--- config.mk ---
export PLATFORM = sky130hd
export DESIGN_NAME = tonegen
export DESIGN_NICKNAME = d
export VERILOG_FILES = /design/src/rtl/tonegen_pkg.sv /design/src/rtl/tonegen_prescaler.sv /design/src/rtl/tonegen.sv
export SDC_FILE = /design/constraint.sdc
export NUM_CORES = 1
export LEC_CHECK = 0
export ABC_AREA = 1
export BUFFER_PORTS_ARGS = -buffer_cell sky130_fd_sc_hd__buf_2
export CAP_MARGIN = 30
export CELL_PAD_IN_SITES_DETAIL_PLACEMENT = 0
export CELL_PAD_IN_SITES_GLOBAL_PLACEMENT = 2
export CORE_MARGIN = 2
export CORE_UTILIZATION = 28
export DETAILED_ROUTE_END_ITERATION = 8
export PLACE_DENSITY = 0.85
export SETUP_SLACK_MARGIN = 0.1
export SYNTH_ARGS = -nofsm -noshare
export SYNTH_HDL_FRONTEND = slang
export SYNTH_SLANG_ARGS = --single-unit
--- constraint.sdc ---
create_clock -name clock -period 1.6 [get_ports clock]
set_clock_uncertainty 0.1 [all_clocks]
set_input_delay 0.08 -clock clock [delete_from_list [all_inputs] [get_ports clock]]
set_output_delay 0.08 -clock clock [all_outputs]
set_load 0.05 [all_outputs]
--- src/rtl/tonegen_pkg.sv ---
// Shared types and constants for the tonegen square-wave tone generator.
package tonegen_pkg;

    typedef enum logic [0:0] {
        IDLE    = 1'b0,
        PLAYING = 1'b1
    } state_e;

    localparam int STATUS_BUSY    = 0;
    localparam int STATUS_PENDING = 1;

    function automatic logic [31:0] status_word(input logic busy, input logic pending);
        logic [31:0] w;
        w = 32'd0;
        w[STATUS_BUSY]    = busy;
        w[STATUS_PENDING] = pending;
        return w;
    endfunction

endpackage

--- src/rtl/tonegen_prescaler.sv ---
// Free-running duration tick generator: one-cycle tick every PRESCALE cycles, restartable via clear.
module tonegen_prescaler #(
    parameter int PRESCALE = 6250
) (
    input  logic clock,
    input  logic reset,
    input  logic clear,
    output logic tick
);
    localparam int CW = (PRESCALE > 1) ? $clog2(PRESCALE) : 1;
    localparam logic [CW-1:0] LAST = CW'(PRESCALE - 1);

    logic [CW-1:0] count_q;
    logic [CW-1:0] count_d;

    // Next count: wrap at LAST, restart from zero on clear.
    always_comb begin
        count_d = count_q;
        tick    = (count_q == LAST);
        if (clear) begin
            count_d = {CW{1'b0}};
        end else if (count_q == LAST) begin
            count_d = {CW{1'b0}};
        end else begin
            count_d = count_q + CW'(1);
        end
    end

    // Count register.
    always_ff @(posedge clock) begin
        if (reset) begin
            count_q <= {CW{1'b0}};
        end else begin
            count_q <= count_d;
        end
    end

endmodule

--- src/rtl/tonegen.sv ---
// Memory-mapped square-wave tone generator with period/duration/status registers.
// Define TONEGEN_QUEUE_EN to add a one-entry pending-note buffer.
module tonegen
    import tonegen_pkg::*;
#(
    parameter int PERIOD_WIDTH      = 16,
    parameter int DURATION_WIDTH    = 16,
    parameter int DURATION_PRESCALE = 6250
) (
    input  logic        clock,
    input  logic        reset,
    input  logic        read,
    input  logic        write,
    input  logic        period_cs,
    input  logic        duration_cs,
    input  logic        status_cs,
    input  logic [31:0] data_in,
    output logic [31:0] data_out,
    output logic        data_out_valid,
    output logic        speaker
);
    localparam int PW = PERIOD_WIDTH;
    localparam int DW = DURATION_WIDTH;

    state_e        state_q, state_d;
    logic [PW-1:0] period_q, period_d;
    logic [DW-1:0] duration_q, duration_d;
    logic [PW-1:0] half_q, half_d;
    logic          speaker_q, speaker_d;
    logic          pres_clear_s;
    logic          tick_s;
    logic          expire_s;
    logic          pending_s;
    logic [PW-1:0] act_period_s;
    logic          dur_wr_s;
    logic          dur_nz_s;
    logic [DW-1:0] dur_val_s;
    logic          data_unused_s;

    function automatic logic [PW-1:0] reload(input logic [PW-1:0] p);
        return (p == {PW{1'b0}}) ? {PW{1'b0}} : p - PW'(1);
    endfunction

`ifdef TONEGEN_QUEUE_EN
    logic [PW-1:0] note_period_q, note_period_d;
    logic          pend_q, pend_d;
    logic [PW-1:0] pend_period_q, pend_period_d;
    logic [DW-1:0] pend_duration_q, pend_duration_d;
    assign act_period_s = note_period_q;
    assign pending_s    = pend_q;
`else
    assign act_period_s = period_q;
    assign pending_s    = 1'b0;
`endif

    assign dur_wr_s      = write & duration_cs;
    assign dur_val_s     = data_in[DW-1:0];
    assign dur_nz_s      = (dur_val_s != {DW{1'b0}});
    assign data_unused_s = &{1'b0, data_in};
    assign speaker       = speaker_q;

    tonegen_prescaler #(.PRESCALE(DURATION_PRESCALE)) u_prescaler (
        .clock (clock),
        .reset (reset),
        .clear (pres_clear_s),
        .tick  (tick_s)
    );

    // Note sequencing: tone toggling, duration countdown, start/stop/queue.
    always_comb begin
        state_d      = state_q;
        duration_d   = duration_q;
        half_d       = half_q;
        speaker_d    = speaker_q;
        pres_clear_s = 1'b0;
        expire_s     = 1'b0;
        period_d     = (write && period_cs) ? data_in[PW-1:0] : period_q;
`ifdef TONEGEN_QUEUE_EN
        note_period_d   = note_period_q;
        pend_d          = pend_q;
        pend_period_d   = pend_period_q;
        pend_duration_d = pend_duration_q;
`endif
        case (state_q)
            IDLE: begin
                pres_clear_s = 1'b1;
                if (dur_wr_s && dur_nz_s) begin
                    state_d    = PLAYING;
                    duration_d = dur_val_s;
                    half_d     = reload(period_q);
                    speaker_d  = 1'b0;
`ifdef TONEGEN_QUEUE_EN
                    note_period_d = period_q;
`endif
                end else begin
                    state_d = IDLE;
                end
            end
            PLAYING: begin
                if (act_period_s == {PW{1'b0}}) begin
                    speaker_d = 1'b0;
                    half_d    = {PW{1'b0}};
                end else if (half_q == {PW{1'b0}}) begin
                    speaker_d = ~speaker_q;
                    half_d    = reload(act_period_s);
                end else begin
                    half_d = half_q - PW'(1);
                end

                if (tick_s) begin
                    if (duration_q <= DW'(1)) begin
                        expire_s = 1'b1;
`ifdef TONEGEN_QUEUE_EN
                        if (pend_q) begin
                            note_period_d = pend_period_q;
                            duration_d    = pend_duration_q;
                            half_d        = reload(pend_period_q);
                            speaker_d     = 1'b0;
                            pres_clear_s  = 1'b1;
                            pend_d        = 1'b0;
                        end else
`endif
                        begin
                            state_d    = IDLE;
                            speaker_d  = 1'b0;
                            half_d     = {PW{1'b0}};
                            duration_d = {DW{1'b0}};
                        end
                    end else begin
                        duration_d = duration_q - DW'(1);
                    end
                end else begin
                    duration_d = duration_q;
                end

                // A duration write overrides expiry on the same cycle.
                if (dur_wr_s) begin
                    if (!dur_nz_s) begin
                        state_d    = IDLE;
                        speaker_d  = 1'b0;
                        half_d     = {PW{1'b0}};
                        duration_d = {DW{1'b0}};
`ifdef TONEGEN_QUEUE_EN
                        pend_d     = 1'b0;
                    end else if (!expire_s) begin
                        pend_d          = 1'b1;
                        pend_period_d   = period_q;
                        pend_duration_d = dur_val_s;
`endif
                    end else begin
                        state_d      = PLAYING;
                        duration_d   = dur_val_s;
                        half_d       = reload(period_q);
                        speaker_d    = 1'b0;
                        pres_clear_s = 1'b1;
`ifdef TONEGEN_QUEUE_EN
                        note_period_d = period_q;
`endif
                    end
                end else begin
                    state_d = state_d;
                end
            end
            default: begin
                state_d = IDLE;
            end
        endcase
    end

    // State and datapath registers.
    always_ff @(posedge clock) begin
        if (reset) begin
            state_q    <= IDLE;
            period_q   <= {PW{1'b0}};
            duration_q <= {DW{1'b0}};
            half_q     <= {PW{1'b0}};
            speaker_q  <= 1'b0;
`ifdef TONEGEN_QUEUE_EN
            note_period_q   <= {PW{1'b0}};
            pend_q          <= 1'b0;
            pend_period_q   <= {PW{1'b0}};
            pend_duration_q <= {DW{1'b0}};
`endif
        end else begin
            state_q    <= state_d;
            period_q   <= period_d;
            duration_q <= duration_d;
            half_q     <= half_d;
            speaker_q  <= speaker_d;
`ifdef TONEGEN_QUEUE_EN
            note_period_q   <= note_period_d;
            pend_q          <= pend_d;
            pend_period_q   <= pend_period_d;
            pend_duration_q <= pend_duration_d;
`endif
        end
    end

    // Zero-wait register read mux.
    always_comb begin
        data_out       = 32'd0;
        data_out_valid = read & (period_cs | duration_cs | status_cs);
        if (data_out_valid) begin
            if (period_cs) begin
                data_out[PW-1:0] = period_q;
            end else if (duration_cs) begin
                data_out[DW-1:0] = duration_q;
            end else begin
                data_out = status_word(state_q == PLAYING, pending_s);
            end
        end else begin
            data_out = 32'd0;
        end
    end

endmodule

==> results.md, run 1 <==
- Buffer and inverter count on the worst path: 3
- Clk pwr share: 28.0%
- Peak VDD IR: 0.584 mV
- Internal power: 4.37 mW
- Max-cap viol count: 0
- Dpl cells: 1,142
- Nets: 1,029
- Sequential area share after synthesis: 26.3%
- Leakage Power: 3.77 nW
- Clock buffer count from CTS: 9
- GRT overflow: 0
- Largest stage delay, worst path: 0.33 ns
- Mean Syn Cell Area: 6.36 µm²
- Cell count after synthesis: 753
- Die height: 135 µm
- Crit path cell chain: inv_2 > ha_4 > nand2_4 > nor2_4 > nand2_2 > nor2_4 > nand3_4 > nand3_4 > buf_4 > o21ai_1 > inv_1 > nor2_1
- Post-DRT Antenna Nets: 0
- Final min period: 1.71 ns
- Data arrival, critical path: 1.85 ns
- Post-synth ARST share: 0%
- Vias: 5,705
- CTS tree: yes
- Final-layout fill cell count: 1,584
- Routability congestion estimate: 0.819
- Final core utilization: 51.3%
- Final Power: 7.20 mW
- Sinks on Clock Net: 63
- HPWL after detailed placement: 12,400 µm
- Initial antenna violation count: 0
- Remaining DRCs: 0
- Input/output buffers: 40
- Synthesis-to-layout area growth: 78.1%
- Gate power share: 47.5%
- Fin crit share: 107%
- Switching power share of the total: 39.3%
- Routed wire length: 18,100 µm
- WL per Instance: 15.0 µm
- Crit path capture type: flip-flop
- Pwr dens: 843 nW/µm²
- Number of synthesized flops with an enable pin: 0
- Critical Path Fanout Max: 8
- Post-Synthesis Cell Area: 4790 µm²
- Clock Tree Root: clkbuf_16
- Via/cell ratio: 4.72
- Seq pwr share: 24.5%
- Final setup fails: 30
- Largest net degree at the start of global routing: 34
- Core area: 16,600 µm²
- Clock latency on the worst-skew pair: 0.35 ns
- Final hold vios: 0
- Fmax: 0.586 GHz
- DIE WIDTH: 135 µm
- Failing checks: setup timing
- Final worst slack: -0.107 ns
- Wire length of the first global-routing pass: 28,200 µm
- Ys flop type: dfxtp_1
- Max-slew violations: 0
- Yosys warning count: 0
- Crit-path leading delay family: simple AND/OR/NAND/NOR gates
- GRT Total Usage: 19.8%
- Commonest cells after routing, fill and taps aside: buf_4, nand2_1, nor2_1
- Initial Utilization: 28.8%
- Final std cells w/o fill: 1,208
- H-Tree Depth: 3
- Psw: 2.83 mW
- Commonest non-fill, non-tap cell in the layout: buf_4
- Vias in the first global route: 5,570
- WS Path Type: flip-flop to flip-flop
- Status: complete, but fails checks
- Clock Path Buffers: 2
- Site Rows: 47
- Unrepaired setup endpoints after global routing: yes
- Die area: 18,200 µm²
- Initial DRC Count: 194
- Post-place setup slack: -0.155 ns
- Hold Crit Class: input pin to flip-flop
- Req. time, crit path: 1.75 ns
- Fraction of layout cells with a size suffix above 1: 55.0%
- Num ports: 73
- Slowest library cell on the worst path: dfxtp_2
- Clock transition at the registers of the reported paths: 0.06 ns
- Initial DRT Pass Iterations: 4
- Startpoint types: flip-flop
- # diodes: 0
- Synthesized flop and latch total: 63
- Cell variety after synth: 46
- Setup TNS: -1.29 ns
## sequential cells by signal, indices dropped and copies added, names as in the netlist
signal               count
u_prescaler.count_q     13
speaker                  1
half_q                  16
duration_q              16
act_period_s            16
state_q                  1
## layer usage
layer  global-route usage (%)  vias to the layer above  wire [µm]
met5                        0                        -          0
met4                     5.38                        0        429
met3                     3.00                       31        548
met2                     33.4                      110       8970
met1                     26.4                     2700       8150
li1                         -                     2864          -
## synth_stat cells, drive strengths merged, types with 2 or more instances
| master | n | area (µm²) |
|---|---|---|
| nand2 | 163 | 679 |
| nor2 | 138 | 596 |
| inv | 94 | 355 |
| dfxtp | 63 | 1260 |
| nand3 | 59 | 315 |
| a21oi | 56 | 299 |
| o21ai | 52 | 298 |
| buf | 28 | 225 |
| nand4 | 18 | 134 |
| xor2 | 18 | 158 |
| a211oi | 15 | 113 |
| clkbuf | 10 | 37.5 |
| xnor2 | 8 | 70.1 |
| ha | 7 | 87.6 |
| nor3 | 5 | 30.0 |
| o22ai | 5 | 31.3 |
| nor3b | 4 | 35.0 |
| o31ai | 2 | 20.0 |
| or2 | 2 | 12.5 |
## stage by stage
step	cell area [µm²]	hold slack, ns
after CTS	7740	0.0117
after detailed placement	6500	0.286
after floorplan	5020	0.153
after global placement	6500	0.285
after global routing	8540	0.0387
final	8540	0.0341
## what timing repair did
action | 4_1_cts | 5_1_grt
gates resized for setup | 195 | 190
hold buffers | 4 | 0
pin swaps | 85 | 91
setup buffers | 25 | 23
cloned | 3 | 0
endpoints found under the setup margin | 56 | 62
hold endpoints to repair | 5 | 0
## worst paths after layout
check	from	slack, ns	cells past startpoint	end
setup / recovery	u_prescaler.count_q[1]$_SDFF_PP0_	-0.11	12	speaker$_SDFFE_PP0P_
hold / removal	data_in[8]	0.03	4	act_period_s[8]$_SDFFE_PP0P_
setup reg to reg	u_prescaler.count_q[1]$_SDFF_PP0_	-0.11	12	speaker$_SDFFE_PP0P_
hold reg to reg	u_prescaler.count_q[12]$_SDFF_PP0_	0.43	2	u_prescaler.count_q[12]$_SDFF_PP0_
## power by group through the flow
stage	clock (mW)	combinational (mW)	sequential, mW
final	2.01	3.42	1.76
after global routing	2.12	3.72	1.78
after CTS	2.05	2.95	1.75
after detailed placement	0	2.50	1.77
after global placement	0	2.51	1.77
after floorplan	0	1.54	1.79
## cells by family after synthesis
kind of cell | count (synthesis) | synth area share (%)
compound gates | 131 | 16.0
xor+xnor | 26 | 4.75
other cells | 1 | 0.0783
buf+inv | 133 | 13.0
fa+ha+maj | 7 | 1.83
simple gates | 392 | 38.0
flops | 63 | 26.3
## final cells by class
class,instances,area [µm²],share of cell area [%]
Sequential cell,63,1330,15.6
Multi-Input combinational cell,573,4090,47.9
Tap cell,220,275,3.22
Clock buffer,11,264,3.09
Timing Repair Buffer,241,2120,24.8
Clock inverter,5,40.0,0.469
Inverter,95,417,4.88
## worst min-delay path: cells and delay by family
| kind | cells | cell delay (ns) |
|---|---|---|
| buf+inv | 2 | 0.19 |
| compound gates | 2 | 0.18 |
(Power assumes the default switching activity.)
==> run 2, diff against run 1 <==
--- a/config.mk
+++ b/config.mk
@@ -10,11 +10,13 @@
 export CAP_MARGIN = 30
 export CELL_PAD_IN_SITES_DETAIL_PLACEMENT = 0
 export CELL_PAD_IN_SITES_GLOBAL_PLACEMENT = 2
-export CORE_MARGIN = 2
+export CORE_MARGIN = 8
 export CORE_UTILIZATION = 28
 export DETAILED_ROUTE_END_ITERATION = 8
 export PLACE_DENSITY = 0.85
 export SETUP_SLACK_MARGIN = 0.1
+export SKIP_CTS_REPAIR_TIMING = 1
 export SYNTH_ARGS = -nofsm -noshare
 export SYNTH_HDL_FRONTEND = slang
 export SYNTH_SLANG_ARGS = --single-unit
+export TNS_END_PERCENT = 1
==> run 2 against run 1 <==
- the run ends with hold timing, setup timing left
- critical path depth is 1 higher
- sequential share of layout area is 2.9 points higher
- wire length is 9.3% lower
- critical path type unchanged
==> results.md, run 2 (same netlist as run 1, synthesis figures left out) <==
- Slowest library cell on the worst path: dfxtp_2
- Die height: 147 µm (+8.9%)
- Peak VDD IR: 0.497 mV (-15%)
- R2R Setup Slk: -0.12 ns (about the same)
- Routability congestion estimate: 0.856 (+4.5%)
- Initial antenna violation count: 0 (unchanged)
- Largest stage delay, worst path: 0.33 ns (about the same)
- Max-slew violations: 0 (unchanged)
- Reg2reg start: half_q[1]$_SDFFE_PP0P_
- Final worst slack: -0.116 ns (-0.00881 ns)
- Nets: 989 (-3.9%)
- Wl on met1: 7650 µm (-6.1%)
- Fraction of layout cells with a size suffix above 1: 33.0% (-22 points)
- Failing checks: hold timing, setup timing
- Remaining DRCs: 0 (unchanged)
- Final hold vios: 3 (+3)
- Post-DRT Antenna Nets: 0 (unchanged)
- Crit-path leading delay family: simple AND/OR/NAND/NOR gates
- GRT Total Usage: 15.4% (-4.4 points)
- Seq pwr share: 27.6% (+3.1 points)
- Site Rows: 48 (+2.1%)
- Hold Crit Class: input pin to flip-flop
- Fin crit share: 107% (+0.55 points)
- Internal power: 3.94 mW (-9.8%)
- Pwr dens: 914 nW/µm² (+8.4%)
- Clock latency on the worst-skew pair: 0.34 ns (about the same)
- DIE WIDTH: 147 µm (+8.9%)
- Num ports: 73 (unchanged)
- Via/cell ratio: 4.49 (-5.0%)
- Status: complete, but fails checks
- Fin Hold WS: -0.0203 ns (-0.0544 ns)
- Post-route cell area: 6870 µm² (-20%)
- Met2 routed wirelength: 8000 µm (-11%)
- Psw: 2.34 mW (-17%)
- CTS tree: yes
- Req. time, crit path: 1.79 ns (+0.04 ns)
- Critical Path Fanout Max: 5 (-3)
- GRT overflow: 0 (unchanged)
- Synthesis-to-layout area growth: 43.3%
- Clock Path Buffers: 2 (unchanged)
- WL per Instance: 14.0 µm (-6.5%)
- Reg2reg end: half_q[0]$_SDFFE_PP0P_
- Hold Crit Depth: 3 (-1)
- Input/output buffers: 40 (unchanged)
- Initial DRC Count: 307 (+58%)
- H-Tree Depth: 3 (unchanged)
- Commonest cells after routing, fill and taps aside: buf_4, nand2_1, nor2_1
- Final-layout fill cell count: 1,869 (+18%)
- Die area: 21,600 µm² (+19%)
- WS Path Type: flip-flop to flip-flop
- Buffer and inverter count on the worst path: 4 (+1)
- Commonest non-fill, non-tap cell in the layout: buf_4
- Gate power share: 40.4% (-7.1 points)
- Vias in the first global route: 5,156 (-7.4%)
- Leakage Power: 3.28 nW (-13%)
- Hold wc startpoint: data_in[4]
- Min-Delay Endpoint: act_period_s[4]$_SDFFE_PP0P_
- Wire length of the first global-routing pass: 26,500 µm (-5.9%)
- Top sig layer: met4
- Final setup fails: 37 (+23%)
- Unrepaired setup endpoints after global routing: yes
- FF-to-FF path depth: 13 (+1)
- Switching power share of the total: 37.2% (-2.1 points)
- Initial DRT Pass Iterations: 5 (+1)
- Clock Tree Root: clkbuf_16
- Met3 wire len: 460 µm (-16%)
- Clock buffer count from CTS: 9 (unchanged)
- Crit path capture type: flip-flop
- Final min period: 1.72 ns (+0.00881 ns)
- Sinks on Clock Net: 63 (unchanged)
- Fmax: 0.583 GHz (-0.51%)
- Data arrival, critical path: 1.90 ns (+0.05 ns)
- Clock transition at the registers of the reported paths: 0.05 ns (about the same)
- Routed wire length: 16,400 µm (-9.3%)
- Max-cap viol count: 0 (unchanged)
- Crit path cell chain: inv_2 > ha_4 > inv_2 > nor2_1 > nand2_1 > nor2_4 > nand2_4 > buf_6 > o21ai_2 > nand3_1 > nand3_1 > nand2_1 > inv_1
- Vias: 5,265 (-7.7%)
- HPWL after detailed placement: 13,200 µm (+5.7%)
- Startpoint types: flip-flop
- Core area: 17,000 µm² (+2.1%)
- # diodes: 0 (unchanged)
- Clk pwr share: 32.0% (+4.0 points)
- Placed cell areas: 6410 µm² (-1.3%)
- Largest net degree at the start of global routing: 33 (-2.9%)
- Initial Utilization: 28.2% (-0.60 points)
run 2: cell count changes in the layout (fill, tap and decap cells not counted), moves of 22 or more:
cell | previous run | this run
a21oi_1 | 31 | 53
buf_6 | 54 | 4
dfxtp_1 | 28 | 61
dfxtp_2 | 26 | 2
nand2_1 | 110 | 146
nor2_1 | 84 | 113
nor2_4 | 34 | 10
run 2: routing by layer:
metal,up-vias,global-route usage [%]
met5,-,0
met4,0,5.41
met3,17,2.43
met2,78,26.8
met1,2381,18.8
li1,2789,-
run 2: cell type report:
cell class                 count  area [µm²]  area share [%]
clock buffer                  12         246            3.59
timing repair buffer         201        1520            22.2
tap                          225         282            4.10
inverter                      95         364            5.30
multi-input combinational    573        3140            45.8
clock inverter                 4        45.0           0.656
sequential                    63        1260            18.4
run 2: power groups by stage:
stage	sequential [mW]	combinational, mW	clock [mW]
2_1_floorplan	1.78	1.49	0
3_3_place_gp	1.76	2.41	0
3_5_place_dp	1.76	2.41	0
4_1_cts	1.73	2.42	2.07
5_1_grt	1.75	2.80	2.13
6_report	1.73	2.53	2.01
run 2: per-stage QoR:
stage	setup WS [ns]	setup TNS, ns	std cells	utilization (%)	power (mW)
after floorplan	-0.281	-1.53	768	-	3.27
after global placement	-0.181	-3.40	1152	37.7	4.17
after detailed placement	-0.157	-3.46	1152	37.7	4.17
after CTS	-0.241	-4.42	1168	39.4	6.22
after global routing	-0.263	-8.09	1173	40.4	6.67
final	-0.116	-2.36	1173	40.4	6.28
run 2: worst max-delay path by stage:
| stage | start | to | slack, ns | cells past startpoint |
|---|---|---|---|---|
| after global placement | duration_q[11]$_SDFFE_PP0P_ | duration_q[10]$_SDFFE_PP0P_ | -0.18 | 10 |
| after floorplan | period_cs | data_out[15] | -0.28 | 3 |
| after detailed placement | duration_q[1]$_SDFFE_PP0P_ | duration_q[15]$_SDFFE_PP0P_ | -0.16 | 12 |
| final | half_q[1]$_SDFFE_PP0P_ | half_q[0]$_SDFFE_PP0P_ | -0.12 | 13 |
| after CTS | state_q$_SDFF_PP0_ | data_out[0] | -0.24 | 6 |
| after global routing | half_q[1]$_SDFFE_PP0P_ | half_q[5]$_SDFFE_PP0P_ | -0.26 | 15 |
run 2: worst register-to-register path, stage by stage (launching register included):
cell and delay [ns]:
dfxtp_2 0.33, inv_2 0.07, ha_4 0.14, inv_2 0.03
nor2_1 0.08, nand2_1 0.10, nor2_4 0.18, nand2_4 0.12
buf_6 0.14, o21ai_2 0.10, nand3_1 0.10, nand3_1 0.10
nand2_1 0.05, inv_1 0.04
